**src/rtl/spi_flash_sample_reader.sv**
```systemverilog
// Fetches one audio sample byte per request from a serial flash using a mode-0 SPI READ.
// The command/address go out MSB first and the final eight MISO bits become sample_out.
module spi_flash_sample_reader #(
    parameter int unsigned CLK_DIV  = 2,
    parameter int unsigned CS_GAP   = 4,
    parameter logic [7:0]  READ_CMD = 8'h03
) (
    input  logic        clk,
    input  logic        rst_n,
    input  logic [23:0] addr_in,
    input  logic        req,
    output logic        ready,
    output logic [7:0]  sample_out,
    output logic        sample_valid,
    output logic        busy,
    output logic        spi_cs_n,
    output logic        spi_sck,
    output logic        spi_mosi,
    input  logic        spi_miso
);

    localparam int unsigned DIV_W = (CLK_DIV > 1) ? $clog2(CLK_DIV) : 1;
    localparam int unsigned GAP_W = (CS_GAP > 1) ? $clog2(CS_GAP) : 1;
    localparam logic [DIV_W-1:0] DIV_LAST = DIV_W'(CLK_DIV - 1);
    localparam logic [GAP_W-1:0] GAP_LAST = GAP_W'(CS_GAP - 1);
    localparam logic [5:0]       LAST_BIT = 6'd39;

    typedef enum logic [1:0] {
        IDLE,
        SHIFT,
        DONE,
        GAP
    } state_t;

    state_t           state;
    logic [38:0]      shift_word;
    logic [7:0]       rx_data;
    logic [5:0]       bit_cnt;
    logic [DIV_W-1:0] div_cnt;
    logic [GAP_W-1:0] gap_cnt;

    assign busy = ~ready;

    always_ff @(posedge clk or negedge rst_n) begin
        if (!rst_n) begin
            state        <= IDLE;
            shift_word   <= '0;
            rx_data      <= '0;
            bit_cnt      <= '0;
            div_cnt      <= '0;
            gap_cnt      <= '0;
            ready        <= 1'b1;
            sample_out   <= '0;
            sample_valid <= 1'b0;
            spi_cs_n     <= 1'b1;
            spi_sck      <= 1'b0;
            spi_mosi     <= 1'b0;
        end else begin
            sample_valid <= 1'b0;
            case (state)
                IDLE: begin
                    if (req) begin
                        // The 40-bit word {cmd, addr, 8'h00} is split: bit 39 goes
                        // straight to spi_mosi, the remaining 39 bits wait in shift_word.
                        spi_mosi   <= READ_CMD[7];
                        shift_word <= {READ_CMD[6:0], addr_in, 8'h00};
                        bit_cnt    <= '0;
                        div_cnt    <= '0;
                        ready      <= 1'b0;
                        spi_cs_n   <= 1'b0;
                        spi_sck    <= 1'b0;
                        state      <= SHIFT;
                    end
                end

                SHIFT: begin
                    if (div_cnt == DIV_LAST) begin
                        div_cnt <= '0;
                        if (!spi_sck) begin
                            spi_sck <= 1'b1;
                            rx_data <= {rx_data[6:0], spi_miso};
                        end else begin
                            spi_sck <= 1'b0;
                            if (bit_cnt == LAST_BIT) begin
                                spi_cs_n     <= 1'b1;
                                spi_mosi     <= 1'b0;
                                sample_out   <= rx_data;
                                sample_valid <= 1'b1;
                                state        <= DONE;
                            end else begin
                                bit_cnt    <= bit_cnt + 6'd1;
                                spi_mosi   <= shift_word[38];
                                shift_word <= {shift_word[37:0], 1'b0};
                            end
                        end
                    end else begin
                        div_cnt <= div_cnt + 1'b1;
                    end
                end

                DONE: begin
                    gap_cnt <= '0;
                    state   <= GAP;
                end

                GAP: begin
                    if (gap_cnt == GAP_LAST) begin
                        ready <= 1'b1;
                        state <= IDLE;
                    end else begin
                        gap_cnt <= gap_cnt + 1'b1;
                    end
                end

                default: begin
                    ready    <= 1'b1;
                    spi_cs_n <= 1'b1;
                    spi_sck  <= 1'b0;
                    spi_mosi <= 1'b0;
                    state    <= IDLE;
                end
            endcase
        end
    end

endmodule

```
**config.mk**
```make
export PLATFORM = sky130hd
export DESIGN_NAME = spi_flash_sample_reader
export DESIGN_NICKNAME = d
export VERILOG_FILES = /design/src/rtl/spi_flash_sample_reader.sv
export SDC_FILE = /design/constraint.sdc
export NUM_CORES = 1
export LEC_CHECK = 0
export CAP_MARGIN = 0
export CELL_PAD_IN_SITES_DETAIL_PLACEMENT = 1
export CELL_PAD_IN_SITES_GLOBAL_PLACEMENT = 2
export CORE_AREA = 2 2 99 101
export DETAILED_ROUTE_END_ITERATION = 8
export DIE_AREA = 0 0 101 103
export PLACE_DENSITY_LB_ADDON = 0.1
export REMOVE_ABC_BUFFERS = 1
export SLEW_MARGIN = 20
export SYNTH_ARGS = -nofsm -noshare
export SYNTH_HDL_FRONTEND = slang
export SYNTH_SLANG_ARGS = --single-unit
export TNS_END_PERCENT = 30
```
**constraint.sdc**
```tcl
create_clock -name clk -period 5 [get_ports clk]
set_input_delay 0.5 -clock clk [delete_from_list [all_inputs] [get_ports clk]]
set_output_delay 0.5 -clock clk [all_outputs]
set_load 0.01 [all_outputs]
```
== Word level (Yosys, flattened, before mapping) ==
Cells that the tools add are included.

* Add/sub/neg operators: 3
* Equal/unequal tests: 12
* Muxes and demuxes: 38
* Bitwise gates (word level): 2
* Reductions and logical operators: 14

{| class="wikitable"
|+ Operators by type and width
! operator !! count
|-
| 2-to-1 mux 39 bit || 4
|-
| one-hot mux 39 bit (2 select lines) || 1
|-
| 2-to-1 mux 6 bit || 4
|-
| 2-to-1 mux 1 bit || 15
|-
| AND reduction 5 bit || 3
|-
| != test 2 bit, second input constant || 7
|-
| 2-to-1 mux 2 bit || 6
|-
| one-hot mux 6 bit (2 select lines) || 1
|-
| one-hot mux 1 bit (2 select lines) || 5
|-
| AND reduction 3 bit || 3
|-
| one-hot mux 2 bit (4 select lines) || 1
|-
| AND reduction 4 bit || 2
|-
| adder 6 x 1 -> 6 bit, second input constant || 1
|-
| == test 2 bit, second input constant || 3
|-
| == test 6 bit, second input constant || 1
|-
| nonzero test 2 bit || 3
|-
| one-hot mux 2 bit (2 select lines) || 1
|-
| AND reduction 2 bit || 2
|-
| adder 2 x 1 -> 2 bit, second input constant || 1
|-
| == test 2 x 1 -> 1 bit, second input constant || 1
|-
| zero test 2 bit || 1
|-
| inverter 1 bit || 2
|-
| adder 1 bit, second input constant || 1
|}

* Register bits: 71
* Input bits: 28

== Depth between registers and ports, before layout ==
Gate-level depths: netlist of the first run.

* Word-level depth: 5
* Gate-level depth with buffers: 8

== Worst setup path after synthesis of the first run ==
OpenSTA, ideal clock, no wires.

* Kind: reg-to-reg
* Start point: register state[0]
* End point: register shift_word[14]
* Setup time: 131 ps
* Arrival: 1698 ps
* Data required time: 4869 ps
* Setup slack: 3170 ps
* Stages on the path, launching flop included: 8
* Path buffers: 1
* Path through: dfrtp_1 -> inv_1 -> ha_1 -> mux2_4 -> o211ai_2 -> buf_2 -> nor2_1 -> or3_1

* Cells in the longest elaborated chain, start to end: 3
* Elaborated cells between the ends (all ways): 9
* Those cells by class: eq/ne: 5; mux: 1; reduce/logical: 3

{| class="wikitable"
|+ RTL lines
! item !! line !! source
|-
| from (decl) || 35 || <nowiki>state_t state;</nowiki>
|-
| from (signal assigned) || 46 || <nowiki>state <= IDLE;</nowiki>
|-
| from (signal assigned) || 72 || <nowiki>state <= SHIFT;</nowiki>
|-
| from (signal assigned) || 89 || <nowiki>state <= DONE;</nowiki>
|-
| == test 2 x 1 -> 1 bit / zero test 2 bit (equally long branches) || 60 || <nowiki>case (state)</nowiki>
|-
| != test 2 bit (no source line) / nonzero test 2 bit (equally long branches) || n/a ||
|-
| AND reduction 5 bit (no source line) || n/a ||
|-
| to (signal assigned) || 66 || <nowiki>shift_word <= {READ_CMD[6:0], addr_in, 8'h00};</nowiki>
|-
| to (signal assigned) || 93 || <nowiki>shift_word <= {shift_word[37:0], 1'b0};</nowiki>
|-
| to (decl) || 36 || <nowiki>logic [38:0] shift_word;</nowiki>
|}

Parallel ways exist; a longest one is shown, timed or not.
A chain may end at the register's enable or synchronous reset.

== Worst setup path after layout of the first run ==
* Start point: register state[0]
* End point: register shift_word[37]

Same word-level chain as after synthesis.

==> results.json, run 1 <==
{
  "setup_viol": 0,
  "first_global_vias": 2876,
  "ios": 42,
  "r2r_start": "state[0]",
  "yosysMostFrequentCell": "dfrtp_1",
  "initial_core_util_pct": 36.3,
  "nets": 427,
  "tightestPinTransition_ns": 0.984,
  "die_h_um": 103,
  "wire_per_inst_um": 17.0,
  "diodes": 0,
  "hold_viol": 0,
  "synth_warnings": 0,
  "place_inst": 496,
  "holdCritPathClass": "in2async",
  "leakage_uw": 0.00178,
  "postCtsSetupBuffers": 0,
  "crit_required_ns": 5.26,
  "reg2regPathDepth": 6,
  "htreeDepth": 3,
  "worstPathArrival_ns": 3.05,
  "port-buffer-count": 41,
  "synth_commonest_cells": "61 x dfrtp_1, 42 x nor2_1, 38 x nand2_1",
  "dieArea_mm2": 0.0104,
  "drt_iter0_markers": 101,
  "synth-seq-cells": 63,
  "rows": 36,
  "numClockSinks": 63,
  "fmax_mhz": 358,
  "synth-simple-area-share_pct": 20.7,
  "cts_resized": 0,
  "synth_cell_types": 48,
  "post-route-util_pct": 43.2,
  "syn_avg_cell_area_um2": 9.52,
  "synth_mux_area_share_pct": 7.50,
  "dieWidth_um": 101,
  "yosysTopAreaCell": "dfrtp_1",
  "highest_layer": "met4",
  "synthFlopType": "dfrtp_1",
  "finalSetupTns_ns": 0,
  "cts-hold-fix-buffers": 0,
  "crit_fanout": 19,
  "syn-cell-area_mm2": 0.00344,
  "synth_fa_ha_area_share_pct": 2.18,
  "synth_compound_area_share_pct": 18.9,
  "via_count": 2750,
  "power_uw": 1010,
  "dp_hpwl_um": 5500,
  "path_class": "reg2reg",
  "end_kind": "register",
  "whs_ns": 0.326,
  "clock_path_buffers": 2,
  "grt_max_degree": 64,
  "synth-xor-area-share_pct": 0.255,
  "clkLatencyLatePin_ns": 0.34,
  "ant_nets": 0,
  "overflow": 0,
  "post-route-min-period_ns": 2.80,
  "cts_buffers": 9,
  "nFillCells": 1100,
  "cts_tree": "yes",
  "synth_top_area_share_pct": 44.4,
  "worstReg2RegEnd": "shift_word[37]",
  "ir_worst_vdd_mv": 0.119,
  "wl_met3_um": 220,
  "slew_headroom_pct": 34.2,
  "layout-drive-gt1-share_pct": 11.3,
  "cts-root-buf": "clkbuf_8",
  "routed_wl_um": 8730,
  "syn_inst": 361,
  "fin_cells": 512,
  "wl_met2_um": 4090,
  "maxSlewViolCount": 0,
  "grt_antenna_before_repair": 0,
  "finalCritPeriodShare_pct": 55.9,
  "synth_async_sr_flop_share_pct": 100,
  "synth_edf_count": 0,
  "status": "completed",
  "track_usage_pct": 18.4,
  "wl_met1_um": 4300,
  "via_per_inst": 5.37,
  "first_pass_iters": 4,
  "gp_congestion": 0.741,
  "setup.worst_path.start_class": "register",
  "synthTopCellsByArea": "dfrtp_1 44%, mux2_2 5.2%, o2bb2ai_1 4.8%",
  "synth-seq-area-share_pct": 46.0,
  "skew_ns": 0.0105,
  "drv_cap": 0,
  "clk_pin_slew_ns": 0.08,
  "syn_to_final_growth_pct": 19.0,
  "grt_first_pass_wirelength_um": 14800,
  "core_mm2": 0.00946,
  "drcViolationCount": 0,
  "pwr_density_cell_mw_per_mm2": 248,
  "rsz0062_at_grt": "no",
  "synth_top_family_by_area": "simple AND/OR/NAND/NOR gates",
  "reg2reg_slack_ns": 2.20
}
==> critical path, stage by stage (launching register included) <==
cell and delay (ns):
dfrtp_1 0.41, inv_1 0.11, ha_1 0.70, mux2i_1 0.34
a211oi_2 0.80, a22oi_1 0.13, o21ai_0 0.22
==> kinds of logic (layout without fill, tap and decap cells) <==
kind of cell | after synthesis | count (layout)
DFF | 63 | 63
xor gates and xnor gates | 1 | 1
buffers and inverters | 28 | 65
adders and majority gates | 6 | 6
AOI/OAI and AO/OA | 95 | 95
muxes | 23 | 23
and+or+nand+nor | 145 | 145
==> area by class of cell <==
cell class                 instances  area, µm²  share of cell area (%)
timing repair buffer              44        428                    10.5
tap                              114        143                    3.49
clock inverter                     6       68.8                    1.68
sequential                        63       1580                    38.6
multi-input combinational        270       1720                    41.9
inverter                           5       18.8                   0.459
clock buffer                      10        138                    3.36
==> layout by cell type, fill, tap and decap left out, types with 4 or more instances in the layout <==
master            n
nor2_1           42
clkbuf_8         10
dfrtp_1          61
mux2i_1           4
o2bb2ai_1        19
and2_1            5
mux2_2           16
or3_1            15
a22oi_1           8
o21ai_0          13
nand3_1           9
inv_1             5
a21oi_1          28
o21ai_1           4
clkdlybuf4s50_1  40
nor2b_1          21
nand2b_1          6
nand2_1          38
ha_1              5
clkinvlp_4        4
==> state kept, by name (all words and copies together) (netlist names) <==
name / count
ready: 1
rx_data: 8
div_cnt: 1
sample_out: 8
gap_cnt: 2
spi_mosi: 1
bit_cnt: 6
state: 2
spi_cs_n: 1
spi_sck: 1
sample_valid: 1
shift_word: 31
==> power by group <==
group	total (µW)	leakage, µW	internal, µW	switching [µW]
clock	462	0.0000912	245	217
combinational	37.1	0.000948	21.2	16.0
sequential	515	0.000745	513	2.23
==> worst max path at each step <==
stage,from,to,slack (ns),cells past startpoint
global route,state[0],bit_cnt[1],1.83,6
detailed placement,state[0],shift_word[37],2.11,6
global placement,state[0],bit_cnt[1],2.19,6
CTS,state[0],shift_word[37],2.09,6
floorplan,state[1],sample_out[0],2.08,5
finish,state[0],shift_word[37],2.20,6
==> through the flow <==
| step | setup WS (ns) | instance area [µm²] |
|---|---|---|
| floorplan | 2.08 | 3300 |
| global placement | 2.19 | 3870 |
| detailed placement | 2.11 | 3870 |
| CTS | 2.09 | 4080 |
| global route | 1.83 | 4090 |
| finish | 2.20 | 4090 |
==> metal layers <==
metal	GRT usage (%)	vias up
met3	2.98	9
met2	30.5	29
li1	-	1354
met1	24.3	1358
met5	0	-
met4	7.07	0
No activity file was read; power rests on OpenSTA's default activity.
==> run 2: changes to the inputs <==
--- a/config.mk
+++ b/config.mk
@@ -8,9 +8,9 @@
 export CAP_MARGIN = 0
 export CELL_PAD_IN_SITES_DETAIL_PLACEMENT = 1
 export CELL_PAD_IN_SITES_GLOBAL_PLACEMENT = 2
-export CORE_AREA = 2 2 99 101
+export CORE_AREA = 2 2 107 109
 export DETAILED_ROUTE_END_ITERATION = 8
-export DIE_AREA = 0 0 101 103
+export DIE_AREA = 0 0 109 111
 export PLACE_DENSITY_LB_ADDON = 0.1
 export REMOVE_ABC_BUFFERS = 1
 export SLEW_MARGIN = 20
==> constraint.sdc (replaced) <==
create_clock -name clk -period 2.3 [get_ports clk]
set_input_delay 0.23 -clock clk [delete_from_list [all_inputs] [get_ports clk]]
set_output_delay 0.23 -clock clk [all_outputs]
set_load 0.01 [all_outputs]
==> run 2 against run 1 <==
  * Critical path depth grew 1
  * First-iteration DRC count up 28%
  * Wire length grew 5.2%
  * Via count is 3.1% higher
  * Highest routed layer unchanged
  * Hold slack improved by 0.15 ns
  * Core utilization shrank 3.5 points
  * Die area grew 16%
  * Critical path type unchanged
  * Fmax is 35% higher
==> results.json, run 2 (synthesis gave the netlist of run 1 again) <==
{
  "status": "completed",
  "place_inst": 541,
  "first_global_vias": 3084,
  "hold_viol": 0,
  "cts_tree": "yes",
  "final_cell_mix": "61 x dfrtp_1, 42 x nor2_1, 40 x clkdlybuf4s50_1",
  "via_per_inst": 5.08,
  "numClockSinks": 63,
  "via_count": 2836,
  "path_class": "reg2reg",
  "diodes": 0,
  "dp_hpwl_um": 6050,
  "final_common_cell": "dfrtp_1",
  "setup.worst_path.start_class": "register",
  "cts-root-buf": "clkbuf_16",
  "crit_buf_inv": 2,
  "leakage_uw": 0.00190,
  "layout-drive-gt1-share_pct": 14.9,
  "drcViolationCount": 0,
  "routed_wl_um": 9180,
  "nFillCells": 1236,
  "initial_core_util_pct": 31.0,
  "max_stage_delay_ns": 0.39,
  "grt_first_pass_wirelength_um": 15500,
  "end_kind": "register",
  "slew_headroom_pct": 54.2,
  "nets": 444,
  "fmax_mhz": 483,
  "clkLatencyLatePin_ns": 0.33,
  "dieWidth_um": 109,
  "post-route-min-period_ns": 2.07,
  "gp_congestion": 0.747,
  "ir_worst_vdd_mv": 0.360,
  "fin_cells": 558,
  "syn_to_final_growth_pct": 28.0,
  "whs_ns": 0.474,
  "dieArea_mm2": 0.0121,
  "crit_fanout": 19,
  "grt_antenna_before_repair": 0,
  "reg2reg_slack_ns": 0.23,
  "cpMaxStageDelayCell": "dfrtp_1",
  "r2r_start": "state[0]",
  "clock_path_buffers": 2,
  "grt_max_degree": 32,
  "rsz0062_at_grt": "no",
  "largest_reg_flops": 31,
  "cts_buffers": 9,
  "maxSlewViolCount": 0,
  "crit_required_ns": 2.50,
  "holdCritPathClass": "in2async",
  "biggestRegsByFlops": "shift_word x31, rx_data x8, sample_out x8",
  "crit_family": "simple AND/OR/NAND/NOR gates",
  "worstPathArrival_ns": 2.27,
  "drv_cap": 0,
  "clk_pin_slew_ns": 0.06,
  "htreeDepth": 3,
  "tightestPinTransition_ns": 0.687,
  "largest-register": "shift_word",
  "cp_cell_sequence": "inv_1 -> ha_1 -> buf_4 -> and2_2 -> a21oi_1 -> nor2_1 -> or3_1",
  "skew_ns": 0.00246,
  "reg2regPathDepth": 7,
  "pwr_density_cell_mw_per_mm2": 617,
  "port-buffer-count": 41,
  "ant_nets": 0,
  "setup_viol": 0,
  "core_mm2": 0.0111,
  "rows": 39,
  "track_usage_pct": 16.5,
  "first_pass_iters": 6,
  "overflow": 0,
  "finalCritPeriodShare_pct": 90.0,
  "worstReg2RegEnd": "shift_word[30]",
  "drt_iter0_markers": 129,
  "wire_per_inst_um": 16.5,
  "ios": 42,
  "postCtsSetupBuffers": 0,
  "die_h_um": 111
}
==> run 2: cell count changes in the layout (fill, tap and decap cells not counted) <==
cell and delta:
buf_4 +14, clkbuf_16 +9, clkbuf_8 -9, buf_12 +2, clkinvlp_4 -2, and2_1 -1
and2_2 +1, bufinv_16 +1, clkinv_4 +1, dlygate4sd3_1 +1, o211ai_2 +1, o211ai_4 -1
==> run 2: how the worst max path moves through the flow <==
stage,startpoint,to,slack [ns],cells past startpoint
CTS,state[0],shift_word[30],0.04,7
floorplan,state[1],sample_out[0],-0.62,5
finish,state[0],shift_word[30],0.23,7
detailed placement,req,shift_word[20],0.05,5
global route,state[0],shift_word[14],0.07,8
global placement,state[0],shift_word[25],0.12,7
==> run 2: final cells by class <==
| cell class | count | area, µm² | area share [%] |
|---|---|---|---|
| clock inverters | 6 | 92.6 | 2.10 |
| flip-flops and latches | 63 | 1580 | 35.9 |
| repair buffers | 61 | 583 | 13.3 |
| inverters | 5 | 18.8 | 0.427 |
| well taps | 143 | 179 | 4.07 |
| clock buffers | 10 | 239 | 5.43 |
| multi-input cells | 270 | 1710 | 38.8 |
==> run 2: metal layers <==
layer / vias to the layer above / share of wire [%] / track usage, % / wire length (µm)
met5: - / 0 / 0 / 0
met4: 0 / 1.1 / 4.87 / 104
met3: 9 / 3.3 / 3.35 / 303
met2: 39 / 47 / 27.0 / 4310
met1: 1402 / 49 / 21.8 / 4470
li1: 1386 / - / - / -
==> run 2: per-stage QoR <==
step	total power (µW)	setup slack [ns]	area, µm²	TNS [ns]	util (%)
floorplan	1150	-0.624	3300	-20.12	-
global placement	1230	0.120	4060	0	36.6
detailed placement	1230	0.0493	4060	0	36.6
CTS	2760	0.0432	4400	0	39.7
global route	2810	0.0719	4400	0	39.7
finish	2720	0.229	4400	0	39.7
==> run 2: repair_timing <==
action                     4_1_cts  5_1_grt
setup endpoints to repair        0       19
hold endpoints to repair        26        0
hold buffers                     1        0
resized for setup                0        1
==> run 2: worst register-to-register path: stages, from the launching register on <==
cell     delay, ns
dfrtp_1       0.39
inv_1         0.09
ha_1          0.29
buf_4         0.19
and2_2        0.32
a21oi_1       0.21
nor2_1        0.06
or3_1         0.39
==> run 2: report_power, final <==
| part | leakage, µW | internal (µW) | switching, µW | total, µW |
|---|---|---|---|---|
| sequential | 0.000745 | 1120 | 4.93 | 1120 |
| combinational | 0.00100 | 51.7 | 37.0 | 88.7 |
| clock | 0.000155 | 983 | 522 | 1510 |
| total | 0.00190 | 2150 | 564 | 2720 |
==> run 3: changes to the inputs <==
--- a/config.mk
+++ b/config.mk
@@ -5,6 +5,7 @@
 export SDC_FILE = /design/constraint.sdc
 export NUM_CORES = 1
 export LEC_CHECK = 0
+export ABC_AREA = 1
 export CAP_MARGIN = 0
 export CELL_PAD_IN_SITES_DETAIL_PLACEMENT = 1
 export CELL_PAD_IN_SITES_GLOBAL_PLACEMENT = 2
@@ -12,7 +13,6 @@
 export DETAILED_ROUTE_END_ITERATION = 8
 export DIE_AREA = 0 0 109 111
 export PLACE_DENSITY_LB_ADDON = 0.1
-export REMOVE_ABC_BUFFERS = 1
 export SLEW_MARGIN = 20
 export SYNTH_ARGS = -nofsm -noshare
 export SYNTH_HDL_FRONTEND = slang
==> run 3 against run 2 <==
  * Sequential share of layout area up 4.8 points
  * Cell count rose by 3.8%
  * Global-route usage shrank 2.6 points
  * Area after synthesis shrank 10%
  * Core utilization decreased by 4.7 points
  * Setup slack improved by 0.25 ns
  * Synthesized cell count rose by 7.8%
  * First-iteration DRC count decreased by 3.9%
==> results.json, run 3 <==
{
  "setup_viol": 0,
  "track_usage_pct": 13.9,
  "ios": 42,
  "slew_headroom_pct": 66.1,
  "cts_tree": "yes",
  "biggestRegsByFlops": "shift_word x31, rx_data x8, sample_out x8",
  "grt_first_pass_wirelength_um": 13300,
  "dieArea_mm2": 0.0121,
  "crit_fanout": 26,
  "synth_top_area_share_pct": 49.6,
  "numClockSinks": 63,
  "synth_cell_types": 27,
  "gp_congestion": 0.694,
  "via_per_inst": 4.44,
  "port-buffer-count": 41,
  "cts_resized": 0,
  "setup.worst_path.start_class": "register",
  "fin_area_mm2": 0.00388,
  "rows": 39,
  "htreeDepth": 3,
  "cts-root-buf": "clkbuf_16",
  "dp_hpwl_um": 4740,
  "yosysMostFrequentCell": "nand2_1",
  "syn_to_final_growth_pct": 26.1,
  "via_count": 2571,
  "synth_async_sr_flop_share_pct": 100,
  "tightestPinTransition_ns": 0.508,
  "drt_iter0_markers": 124,
  "worstPathArrival_ns": 2.02,
  "ant_nets": 0,
  "leakage_uw": 0.00200,
  "largest_reg_flops": 31,
  "fin_cells": 579,
  "die_h_um": 111,
  "whs_ns": 0.445,
  "dieWidth_um": 109,
  "syn_inst": 389,
  "rsz0062_at_grt": "no",
  "grt_antenna_before_repair": 0,
  "cts_buffers": 9,
  "ir_worst_vdd_mv": 0.555,
  "pwr_density_cell_mw_per_mm2": 1240,
  "syn_avg_cell_area_um2": 7.92,
  "clkLatencyLatePin_ns": 0.33,
  "final_common_cell": "nand2_1",
  "finalSetupTns_ns": 0,
  "path_class": "reg2reg",
  "synth_warnings": 0,
  "drcViolationCount": 0,
  "final_cell_mix": "200 x nand2_1, 61 x dfrtp_1, 40 x clkdlybuf4s50_1",
  "first_pass_iters": 4,
  "overflow": 0,
  "end_kind": "register",
  "diodes": 0,
  "drv_cap": 0,
  "largest-register": "shift_word",
  "synth-seq-area-share_pct": 51.3,
  "place_area_mm2": 0.00360,
  "synth-seq-cells": 63,
  "initial_core_util_pct": 27.8,
  "clock_path_buffers": 2,
  "fmax_mhz": 549,
  "layout-drive-gt1-share_pct": 8.72,
  "post-route-min-period_ns": 1.82,
  "synth_commonest_cells": "200 x nand2_1, 61 x dfrtp_1, 31 x nand3_1",
  "place_inst": 562,
  "clk_pin_slew_ns": 0.06,
  "maxSlewViolCount": 0,
  "synthTopCellsByArea": "dfrtp_1 50%, nand2_1 24%, nand3_1 5.0%",
  "yosysTopAreaCell": "dfrtp_1",
  "skew_ns": 0.00890,
  "routed_wl_um": 7520,
  "syn-num-nets": 423,
  "status": "completed",
  "grt_max_degree": 64,
  "first_global_vias": 2755,
  "synth_edf_count": 0,
  "crit_required_ns": 2.50,
  "syn-cell-area_mm2": 0.00308,
  "holdCritPathClass": "in2async",
  "wire_per_inst_um": 13.0,
  "nets": 465,
  "core_mm2": 0.0111,
  "nFillCells": 1344,
  "synthFlopType": "dfrtp_1",
  "finalCritPeriodShare_pct": 79.1,
  "hold_viol": 0
}
[run 3: cell types whose count changed in the layout (fill, tap and decap cells not counted), sizes merged, moves of 21 or more]
cell | before | now
nand3 | 9 | 32
inv | 6 | 27
nor2b | 21 | 0
a21oi | 28 | 7
nor2 | 42 | 11
nand2 | 39 | 202
[run 3: cell families after synthesis]
family	after synthesis	share of synthesized area [%]
simple gates	249	34.1
xor+xnor	2	0.569
fa+ha+maj	6	2.44
flops	63	51.3
buf+inv	42	6.87
compound gates	27	4.71
[run 3: path summary, 6_finish.rpt]
check,slack (ns),depth (start not counted),start,end
worst max-delay path,0.48,6,state[1],sample_out[2]
worst min-delay path,0.45,3,rst_n,shift_word[35]
worst max register to register,0.48,6,state[1],sample_out[2]
worst min register to register,0.47,2,spi_cs_n,spi_cs_n
max in group asynchronous,1.50,3,rst_n,ready
min in group clk,0.47,2,spi_cs_n,spi_cs_n
[run 3: per-layer routing]
metal	wire length, µm	GRT usage [%]	vias to the layer above
met4	127	5.38	0
met2	3390	21.2	34
met3	315	3.41	9
li1	-	-	1289
met5	0	0	-
met1	3680	18.8	1239
[run 3: timing repair]
| item | 4_1_cts | 5_1_grt |
|---|---|---|
| buffers inserted | 0 | 0 |
| hold endpoints to repair | 61 | 0 |
| endpoints found under the setup margin | 0 | 0 |
| hold buffers | 1 | 0 |
[run 3: power breakdown]
group,internal [µW],total [µW],switching (µW)
Clock,727,1240,513
Sequential,1480,1700,222
Combinational,625,1860,1240
Total,2830,4810,1970
[run 3: through the flow]
| step | util (%) | setup WS (ns) | total power [µW] |
|---|---|---|---|
| 2_1_floorplan | - | 0.748 | 3190 |
| 3_3_place_gp | 32.5 | 0.464 | 3610 |
| 3_5_place_dp | 32.5 | 0.451 | 3650 |
| 4_1_cts | 35.1 | 0.423 | 4930 |
| 5_1_grt | 35.1 | 0.211 | 5310 |
| 6_report | 35.1 | 0.480 | 4810 |
[run 3: worst max-delay path: stages, from the launching register on]
cell and delay [ns]:
dfrtp_1 0.41, inv_1 0.09, ha_1 0.22, buf_4 0.33, nand4_2 0.40, nand2_1 0.16
o21ai_1 0.08
[run 3: final cells by class]
type | instances | area [µm²] | share of cell area [%]
clock inverter | 7 | 47.5 | 1.22
timing repair buffer | 47 | 465 | 12.0
inverter | 26 | 97.6 | 2.51
clock buffer | 9 | 225 | 5.80
sequential | 63 | 1580 | 40.7
multi-input combinational | 284 | 1290 | 33.2
tap | 143 | 179 | 4.61
